$ cat src/rtl/sof_detect.sv
// Start-of-frame detector for the PPM link: synchronises the line, triggers on a
// rising edge, samples each SOF slot at mid-slot and locks on a full pattern match.
module sof_detect #(
  parameter int                  SOF_BITS    = 8,
  parameter logic [SOF_BITS-1:0] SOF_PATTERN = 8'b1011_0010,
  parameter int                  SLOT_CYCLES = 4,
  parameter int                  SYNC_STAGES = 2
) (
  input  logic       clk,
  input  logic       rst,
  input  logic       en,
  input  logic       ppm_in,
  input  logic       lock_clear,
  output logic       sof_detected,
  output logic       sof_locked,
  output logic       sof_error,
  output logic       busy,
  output logic [7:0] err_cnt
);

  // state   | meaning
  // ARM     | wait for the line to be low before accepting a new edge
  // IDLE    | line low, waiting for a rising edge
  // SAMPLE  | sampling SOF slots at mid-slot
  // LOCKED  | pattern matched, held until lock_clear
  typedef enum logic [1:0] {ARM, IDLE, SAMPLE, LOCKED} state_t;

  localparam int SW   = (SLOT_CYCLES > 1) ? $clog2(SLOT_CYCLES) : 1;
  localparam int BW   = (SOF_BITS > 1) ? $clog2(SOF_BITS) : 1;
  localparam int HALF = SLOT_CYCLES / 2;

  if (SOF_PATTERN[SOF_BITS-1] != 1'b1 || SLOT_CYCLES < 2) begin : g_bad_params
    $error("sof_detect: SOF_PATTERN MSB must be 1 and SLOT_CYCLES must be >= 2");
  end

  state_t                 state, state_n;
  logic [SYNC_STAGES-1:0] sync_q;
  logic                   line_s, line_p, rise;
  logic [SW-1:0]          slot_cnt;
  logic [BW-1:0]          bit_idx;
  logic                   sample_pt, pat_bit;
  logic                   det_set, err_set, det_q, err_q;

  assign line_s    = sync_q[SYNC_STAGES-1];
  assign rise      = line_s & ~line_p;
  // slot_cnt is 0 in the cycle after the edge, so mid-slot lands one count early
  assign sample_pt = (slot_cnt == SW'(HALF - 1));
  assign pat_bit   = SOF_PATTERN[bit_idx];

  always_ff @(posedge clk) begin
    if (rst) begin
      state    <= ARM;
      sync_q   <= '0;
      line_p   <= 1'b0;
      slot_cnt <= '0;
      bit_idx  <= '0;
      det_q    <= 1'b0;
      err_q    <= 1'b0;
      err_cnt  <= '0;
    end else begin
      state  <= state_n;
      sync_q <= {sync_q[SYNC_STAGES-2:0], ppm_in};
      line_p <= line_s;
      det_q  <= det_set;
      err_q  <= err_set;
      if (err_set && err_cnt != 8'hFF) err_cnt <= err_cnt + 8'd1;
      if (state == IDLE && state_n == SAMPLE) begin
        slot_cnt <= '0;
        bit_idx  <= BW'(SOF_BITS - 1);
      end else if (state == SAMPLE) begin
        if (slot_cnt == SW'(SLOT_CYCLES - 1)) begin
          slot_cnt <= '0;
          bit_idx  <= bit_idx - BW'(1);
        end else begin
          slot_cnt <= slot_cnt + SW'(1);
        end
      end
    end
  end

  always_comb begin
    state_n = state;
    det_set = 1'b0;
    err_set = 1'b0;
    if (!en) begin
      state_n = ARM;
    end else begin
      case (state)
        ARM:    if (!line_s) state_n = IDLE;
        IDLE:   if (rise) state_n = SAMPLE;
        SAMPLE: begin
          if (sample_pt) begin
            if (line_s != pat_bit) begin
              state_n = ARM;
              err_set = 1'b1;
            end else if (bit_idx == '0) begin
              state_n = LOCKED;
              det_set = 1'b1;
            end
          end
        end
        LOCKED: if (lock_clear) state_n = ARM;
        default: state_n = ARM;
      endcase
    end
  end

  always_comb begin
    busy         = (state == SAMPLE);
    sof_locked   = (state == LOCKED);
    sof_detected = det_q;
    sof_error    = err_q;
  end

endmodule

$ cat config.mk
export PLATFORM = sky130hd
export DESIGN_NAME = sof_detect
export DESIGN_NICKNAME = d
export VERILOG_FILES = /design/src/rtl/sof_detect.sv
export SDC_FILE = /design/constraint.sdc
export NUM_CORES = 1
export LEC_CHECK = 0
export ABC_AREA = 1
export ABC_CLOCK_PERIOD_IN_PS = 1600
export BUFFER_PORTS_ARGS = -buffer_cell sky130_fd_sc_hd__buf_4
export CORE_ASPECT_RATIO = 1.2
export CORE_UTILIZATION = 54
export DETAILED_ROUTE_END_ITERATION = 16
export GPL_TIMING_DRIVEN = 0
export PLACE_DENSITY_LB_ADDON = 0.05
export RECOVER_POWER = 100
export SYNTH_ARGS = -nofsm -noshare
export SYNTH_HDL_FRONTEND = slang
export SYNTH_SLANG_ARGS = --single-unit
$ cat constraint.sdc
create_clock -name clk -period 1.6 [get_ports clk]
set_input_delay 0 -clock clk [delete_from_list [all_inputs] [get_ports clk]]
set_output_delay 0 -clock clk [all_outputs]
set_load 0.005 [all_outputs]
==> results of run 1 <==
## how the worst max path moves through the flow
stage / start / slack, ns / cells past startpoint / endpoint
floorplan: err_cnt[1] / 0.23 / 8 / err_cnt[7]
global placement: err_cnt[1] / 0.08 / 8 / err_cnt[7]
detailed placement: err_cnt[1] / 0.06 / 8 / err_cnt[7]
CTS: err_cnt[1] / 0.04 / 8 / err_cnt[7]
global route: err_cnt[0] / 0.02 / 8 / err_cnt[4]
finish: err_cnt[0] / 0.15 / 8 / err_cnt[7]
## sequential cells by signal (all words and copies together) (netlist names)
name,count
err_cnt,8
line_p,1
bit_idx,3
slot_cnt,2
sof_detected,1
pat_bit,1
state,2
sof_error,1
sync_q,2
## per-layer routing
metal  vias up  global-route usage (%)
met4         0                   8.854
li1        499                       -
met3         4                   4.317
met2        15                   36.67
met5         -                       0
met1       412                   22.84
## metrics by stage
step,total power (uW),instances
final,868.7,184
after global placement,613.0,178
after floorplan,596.4,144
after CTS,867.6,184
after detailed placement,615.3,178
after global routing,906.4,184
## report_power, final
group | total (uW) | switching (uW) | internal (uW)
clock | 262 | 168 | 93.3
sequential | 540 | 8.39 | 532
combinational | 67.2 | 41.0 | 26.1
## cells in the final DEF (no fill, tap or decap)
cell type and n:
inv_4 1, nor3_1 2, xor2_1 4, nand4_1 4, clkinv_2 1, o21ai_1 3
nand2_4 1, inv_1 20, xnor2_1 2, clkbuf_1 2, dlygate4sd3_1 2, dfxtp_1 20
a21oi_2 1, a21oi_1 12, nor2_2 1, nor4_1 2, buf_4 4, clkinv_4 1
ha_1 4, inv_2 1, nand3_2 1, clkbuf_4 14, nor3_4 1, nand3_1 8
nor2_8 1, o21ai_0 1, o211ai_1 1, nor2_1 15, nand2_1 32, or2_2 1
ha_2 1, dfxtp_2 1
## critical path, delay by kind of cell, from the launching register on
kind                       cells  cell delay, ns
DFF                            1            0.38
and+or+nand+nor                5            0.61
adders and majority gates      1            0.22
buffers and inverters          1            0.09
AOI/OAI and AO/OA              1            0.04
## cells by family (layout without fill, tap and decap cells)
family / count (synthesis) / in the layout / synth area share, %
and+or+nand+nor: 69 / 69 / 31.14
adders and majority gates: 5 / 5 / 5.875
buffers and inverters: 25 / 46 / 9.518
xor gates and xnor gates: 6 / 6 / 4.935
DFF: 21 / 21 / 39.48
AOI/OAI and AO/OA: 18 / 18 / 9.048
## final cells by class
cell class              instances  area, um2
inverters                      23      93.84
clock buffers                   3      22.52
well taps                      19      23.77
flip-flops and latches         21      421.7
plain buffers                   2      7.507
clock inverters                 1      5.005
fillers                       163      595.6
repair buffers                 17      132.6
multi-input cells              98      548.0
## repair_timing
| item | CTS | global route |
|---|---|---|
| setup endpoints to repair | 0 | 7 |
| resized for setup | 0 | 3 |
| hold endpoints to repair | 2 | 0 |
| buffers inserted | 0 | 0 |
| hold buffers | 2 | 0 |
==> results by group, run 1 <==
Routing
  – WL met2: 972 um
  – Met1 wire length: 932 um
  – Avg Vias per Cell: 5.054
  – DRT iter0 DRCs: 18
  – DRT Pass-1 Iters: 4
  – Antenna-violating nets left: 0
  – # DRC: 0
  – Via count: 930
  – WL met3: 58 um
  – DR WL/cell: 10.80 um
  – Highest routed metal layer: met4
  – Routed WL: 1988 um

Logic synthesis
  – Netlist cell types: 25
  – Seq/Total Area, Yosys: 39.48%
  – Synth cell count leaders: 32 x nand2_1, 21 x dfxtp_1, 20 x inv_1
  – EDFF count, synth: 0
  – Count leader, synth: nand2_1
  – Synthesized net count: 154
  – Yosys warns: 0
  – Mean Syn Cell Area: 7.394 um2
  – Post-synth top area cell: dfxtp_1
  – Largest cells by area after synthesis: dfxtp_1 39%, nand2_1 11%, inv_1 7.1%, ha_1 5.9%, a21oi_1 5.6%
  – Area share of the largest cell type after synthesis: 39.48%
  – Async SR Flop Fraction: 0%
  – Area of the mapped netlist: 0.001065 mm2
  – Main synth FF type: dfxtp_1
  – FF+latch count, synth: 21
  – Synth Instances: 144

Setup path
  – CP max stage cell: dfxtp_1
  – Crit path required time: 1.79 ns
  – Worst r2r src: err_cnt[0]
  – Max incr delay on CP: 0.38 ns
  – Critical path's most frequent cell: nand3_1
  – Startpoint types: flop
  – Worst path cell trace: ha_2 -> nand3_1 -> nor2_2 -> nand3_1 -> nand2_4 -> clkinv_4 -> nand2_1 -> a21oi_2
  – Critical path arrival: 1.64 ns
  – Setup CP Type: reg2reg
  – CP Max Fanout: 10
  – Worst R2R Setup Slack: 0.15 ns
  – Reg2reg path depth: 8
  – Crit. End Element: flop
  – Reg2reg end: err_cnt[7]

STA
  – Worst hold slack: 0.07123 ns
  – Final Hold Viols: 0
  – Unrepaired setup endpoints after global routing: no
  – Final min period: 1.455 ns
  – Setup Skew: 0.001945 ns
  – Least-Margin Pin Slew: 0.5120 ns
  – Part of the cycle the worst path needs: 90.91%
  – Setup WS post-layout: 0.1455 ns
  – Fin Setup TNS: 0 ns
  – Fmax: 687.5 MHz
  – Relative slew slack: 65.87%
  – Fin. max-slew vios: 0
  – Final setup fails: 0

Outcome
  – Status: complete, no violations

GRT
  – Initial antenna violation count: 0
  – GRT Total Usage: 20.43%
  – GRT overflow: 0
  – Largest net degree at the start of global routing: 13
  – Global-route wire length before repair: 3401 um
  – Vias in the first global route: 849

CTS
  – H-tree levels: 1
  – Deepest clock path buffer count: 2
  – CTS tree: yes
  – Clock Pin Slew Worst Setup and Hold Paths: 0.12 ns
  – Clock latency on the worst-skew pair: 0.30 ns
  – Clk sinks: 21
  – CTS buffer count: 3
  – CTS Root Cell: clkbuf_4

Floorplan
  – Die width: 42.54 um
  – Die area: 0.002154 mm2
  – Std-Cell Rows: 17
  – Initial Util: 57.54%
  – Die height: 50.64 um
  – CORE AREA: 0.001851 mm2
  – IO Pins: 17

Flow run
  – Max_cap viols: 0

Placed design
  – HPWL after detailed placement: 1495 um
  – IO Port Bufs: 15
  – Placed cell area: 0.001201 mm2
  – Place WS: 0.06479 ns
  – Final GP Congestion: 0.8057

Finish
  – Area delta synth->final: 17.86%
  – Final instance area: 0.001255 mm2
  – Layout cells sized above 1: 18.79%
  – Fin util: 67.82%
  – Antenna cells: 0
  – Layout Nets: 176

Pwr
  – Max IR drop VDD: 641.6 uV
  – PwrDens: 692.2 mW/mm2
  – Leakage: 0.0005524 uW

Hold path
  – Cell depth of the worst hold path: 2
  – Hold_sp: rst
  – Min-Delay Path Class: in2reg
  – WHS Endpoint: err_cnt[2]
(Power assumes the default switching activity.)
==> run 2, diff against run 1 <==
==> constraint.sdc (replaced) <==
create_clock -name clk -period 1.6 [get_ports clk]
set_input_delay 0.32 -clock clk [delete_from_list [all_inputs] [get_ports clk]]
set_output_delay 0.32 -clock clk [all_outputs]
set_load 0.005 [all_outputs]
==> run 2 against run 1 <==
Compared with the run above:
- count of clock-buffer cells in the layout unchanged
- sequential share of layout area increased by 0.54 points
- critical path depth decreased by 5
- routed wire length about the same
- non-clock buffer count decreased by 2
- via count increased by 0.11%
- power decreased by 0.48%
- combinational power decreased by 6.0%
- sequential power about the same
==> results by group, run 2 (synthesis gave the netlist of run 1 again) <==
STA
  – Least-Margin Pin Slew: 0.5189 ns
  – Final min period: 1.482 ns
  – Final setup fails: 0
  – Final Hold Viols: 0
  – Relative slew slack: 65.41%
  – Fin Setup TNS: 0 ns
  – Fin. max-slew vios: 0
  – Fmax: 674.8 MHz
  – Unrepaired setup endpoints after global routing: no
  – Part of the cycle the worst path needs: 92.61%
  – Setup Skew: 0.001963 ns
  – Setup WS post-layout: 0.1182 ns
  – Worst hold slack: 0.2209 ns

Floorplan
  – Die height: 50.64 um
  – Die width: 42.54 um
  – Initial Util: 57.54%
  – Die area: 0.002154 mm2
  – IO Pins: 17
  – CORE AREA: 0.001851 mm2
  – Std-Cell Rows: 17

Hold path
  – Cell depth of the worst hold path: 3
  – Min-Delay Path Class: in2reg
  – WHS Endpoint: sync_q[0]
  – Hold_sp: ppm_in

Setup path
  – Critical path origin: state[1]
  – Crit path required time: 1.28 ns
  – Startpoint types: flop
  – Worst R2R Setup Slack: 0.15 ns
  – Reg2reg end: err_cnt[7]
  – Crit. End Element: output port
  – Setup CP Type: reg2out
  – Reg2reg path depth: 8
  – Critical path arrival: 1.16 ns
  – Worst r2r src: err_cnt[0]
  – CP Max Fanout: 8

Finish
  – Biggest register: err_cnt
  – Filler instances: 165
  – Storage cell area: 421.7 um2
  – Commonest non-fill, non-tap cells in the layout: 32 x nand2_1, 20 x inv_1, 20 x dfxtp_1
  – Layout Nets: 174
  – Area delta synth->final: 15.98%
  – Biggest regs: err_cnt x8, bit_idx x3
  – Fin util: 66.73%
  – Antenna cells: 0
  – Max FFs per register: 8
  – Most common cell after layout, fill and taps aside: nand2_1
  – Fin cells: 182
  – Layout cells sized above 1: 19.02%
  – Multi-input combinational cell area: 548.0 um2

Routing
  – DR WL/cell: 10.92 um
  – DRT Pass-1 Iters: 4
  – # DRC: 0
  – Avg Vias per Cell: 5.115
  – DRT iter0 DRCs: 12
  – Antenna-violating nets left: 0
  – Via count: 931
  – Routed WL: 1987 um

GRT
  – GRT Total Usage: 20.43%
  – Initial antenna violation count: 0
  – GRT met1 Usage: 22.84%
  – Layer with the highest usage: met2
  – Met2 Use GR: 36.67%
  – Vias in the first global route: 847
  – Met3 Use GR: 4.317%
  – Largest net degree at the start of global routing: 13
  – Global-route wire length before repair: 3401 um
  – GRT overflow: 0

CTS
  – Post-CTS Hold Fix Bufs: 0
  – Post-CTS sizing: 0
  – CTS tree: yes
  – H-tree levels: 1
  – Post-CTS setup buffers: 0
  – Clk sinks: 21
  – Clock latency on the worst-skew pair: 0.30 ns
  – CTS buffer count: 3
  – Deepest clock path buffer count: 2
  – Clock Pin Slew Worst Setup and Hold Paths: 0.12 ns
  – CTS Root Cell: clkbuf_4

Placed design
  – Placed Cells: 178
  – Final GP Congestion: 0.8057
  – HPWL after detailed placement: 1495 um
  – Place WS: 0.06479 ns
  – IO Port Bufs: 15

Pwr
  – Max IR drop VDD: 641.4 uV
  – PwrDens: 700.0 mW/mm2
  – Leakage: 0.0005440 uW

Flow run
  – Max_cap viols: 0

Outcome
  – Status: complete, no violations
-- run 2: final cells by class --
type	count	area share (%)
Buffer	2	0.6079
Clock buffer	3	1.824
Clock inverter	1	0.4053
Inverter	23	7.599
Multi-Input combinational cell	98	44.38
Sequential cell	21	34.14
Tap cell	19	1.925
Timing Repair Buffer	15	9.119
-- run 2: worst max-delay path, stage by stage, from the launching register on --
cell	delay [ns]
dfxtp_1	0.44
inv_2	0.10
nor2_8	0.15
clkbuf_4	0.16
-- run 2: worst max-delay path by stage --
stage	endpoint	slack, ns	cells past startpoint
3_5_place_dp	err_cnt[7]	0.06	8
5_1_grt	err_cnt[4]	0.02	8
4_1_cts	err_cnt[7]	0.04	8
6_report	busy	0.12	3
2_1_floorplan	err_cnt[7]	0.23	8
3_3_place_gp	err_cnt[7]	0.08	8
-- run 2: where the power goes --
| group | internal (uW) | total, uW | switching [uW] |
|---|---|---|---|
| registers | 532 | 540 | 8.41 |
| logic | 23.0 | 63.2 | 40.2 |
| clock network | 93.3 | 261 | 168 |
-- run 2: layer usage --
layer | vias to the layer above | routed length, um
met5 | - | 0
met4 | 0 | 25
met3 | 4 | 58
met2 | 17 | 975
met1 | 415 | 928
li1 | 495 | -
-- run 2: metrics by stage --
step | cell area, um2 | total power, uW
finish | 1235 | 864.5
floorplan | 1065 | 596.4
global placement | 1201 | 613.0
detailed placement | 1201 | 615.3
global route | 1235 | 902.2
CTS | 1229 | 863.7
==> run 3, diff against run 2 <==
- CORE_ASPECT_RATIO: 1.2 -> default
- SETUP_SLACK_MARGIN: default -> 0.2
==> run 3 against run 2 <==
Compared with the run above:
- final cell count is 7.7% higher
- global-route usage is 2.7 points higher
- sequential power barely moved
- power decreased by 0.41%
- via count rose by 6.9%
- maximum frequency grew 3.9%
==> results by group, run 3 (synthesis gave the netlist of run 1 again) <==
Floorplan
  – Std-Cell Rows: 15
  – Die height: 46.41 um
  – Die width: 46.41 um
  – Die area: 0.002153 mm2
  – IO Pins: 17
  – CORE AREA: 0.001783 mm2
  – Initial Util: 59.72%

Finish
  – Most common cell after layout, fill and taps aside: nand2_1
  – Antenna cells: 0
  – Biggest regs: err_cnt x8, bit_idx x3
  – Biggest register: err_cnt
  – Commonest non-fill, non-tap cells in the layout: 31 x nand2_1, 20 x inv_1, 17 x dfxtp_1
  – Layout Nets: 182
  – Area delta synth->final: 25.62%
  – Max FFs per register: 8
  – Layout cells sized above 1: 26.90%

GRT
  – GRT overflow: 0
  – GRT Total Usage: 23.15%
  – Vias in the first global route: 891
  – Global-route wire length before repair: 3532 um
  – Initial antenna violation count: 0
  – Largest net degree at the start of global routing: 13

Flow run
  – Max_cap viols: 0

CTS
  – CTS Root Cell: clkbuf_4
  – CTS buffer count: 3
  – Clock latency on the worst-skew pair: 0.30 ns
  – CTS tree: yes
  – H-tree levels: 1
  – Clock Pin Slew Worst Setup and Hold Paths: 0.12 ns
  – Clk sinks: 21
  – Deepest clock path buffer count: 2
  – Post-CTS Hold Fix Bufs: 0

Setup path
  – Worst path cell trace: inv_4 -> nor2_8 -> inv_4 -> nor3_4 -> nand2_4 -> inv_2 -> nand2_2 -> a21oi_1
  – CP Max Fanout: 6
  – Startpoint types: flop
  – Crit path required time: 1.84 ns
  – CP max stage cell: dfxtp_4
  – Setup CP Type: reg2reg
  – Critical path's top delay family: simple AND/OR/NAND/NOR gates
  – Max incr delay on CP: 0.40 ns
  – CP Buf/Inv Count: 3
  – Critical path's most frequent cell: inv_4
  – Crit. End Element: flop
  – Critical path arrival: 1.66 ns

STA
  – Fin Setup TNS: 0 ns
  – Setup Skew: 0.004968 ns
  – Part of the cycle the worst path needs: 89.11%
  – Relative slew slack: 68.96%
  – Unrepaired setup endpoints after global routing: yes
  – Fin. max-slew vios: 0
  – Final setup fails: 0
  – Final min period: 1.426 ns
  – Fmax: 701.4 MHz
  – Final Hold Viols: 0
  – Worst hold slack: 0.2088 ns
  – Least-Margin Pin Slew: 0.4656 ns

Placed design
  – HPWL after detailed placement: 1526 um
  – IO Port Bufs: 15
  – Final GP Congestion: 0.8668

Pwr
  – PwrDens: 643.7 mW/mm2
  – Max IR drop VDD: 452.6 uV
  – Leakage: 0.0005844 uW

Routing
  – Via count: 995
  – Avg Vias per Cell: 5.077
  – DRT iter0 DRCs: 14
  – DR WL/cell: 11.01 um
  – # DRC: 0
  – Routed WL: 2158 um
  – DRT Pass-1 Iters: 4
  – Antenna-violating nets left: 0

Hold path
  – Min-Delay Path Class: in2reg

Outcome
  – Status: complete, no violations
run 3: worst paths after layout:
path,start,end,slack (ns),cells past startpoint
min,ppm_in,sync_q[0],0.21,3
max reg2reg,state[1],err_cnt[5],0.17,8
max,state[1],err_cnt[5],0.17,8
min reg2reg,sync_q[0],sync_q[1],0.42,2
run 3: final cells by class:
cell class / count / area (um2)
Tap cell: 25 / 31.28
Timing Repair Buffer: 22 / 165.2
Buffer: 2 / 7.507
Inverter: 23 / 91.34
Multi-Input combinational cell: 99 / 586.8
Fill cell: 144 / 445.4
Clock inverter: 1 / 5.005
Clock buffer: 3 / 22.52
Sequential cell: 21 / 427.9
run 3: worst reg2reg max path, stage by stage, from the launching register on:
cell,delay (ns)
dfxtp_4,0.40
inv_4,0.05
nor2_8,0.14
inv_4,0.07
nor3_4,0.26
nand2_4,0.11
inv_2,0.14
nand2_2,0.05
a21oi_1,0.14
run 3: repair_timing:
| item | in CTS | in global routing |
|---|---|---|
| endpoints found under the setup margin | 9 | 16 |
| setup buffers | 0 | 7 |
| pin swaps | 3 | 5 |
| cloned | 1 | 0 |
| gates resized for setup | 11 | 7 |
run 3: power by group:
part	switching, uW	total, uW	internal (uW)
clock network	158	251	93.3
registers	8.71	540	531
logic	42.6	70.0	27.4
total	209	861	652
run 3: per-stage QoR:
step	util (%)	cell area [um2]	power, uW	cells	worst slack (ns)
3_5_place_dp	67.79	1209	614.9	184	0.07778
5_1_grt	75.02	1338	900.1	196	0.08967
4_1_cts	71.44	1274	868.4	189	0.2017
6_report	75.02	1338	860.9	196	0.1743
3_3_place_gp	67.79	1209	613.4	184	0.09207
2_1_floorplan	-	1065	596.4	144	0.2263
run 3: routing by layer:
layer  up-vias  part of all wire (%)  GRT usage, %  wire length (um)
met2        24                    48         36.67              1036
met3         5                   4.0         4.314                87
met1       450                    46         29.52               997
li1        516                     -             -                 -
met4         0                   1.7         11.76                36
met5         -                     0             0                 0
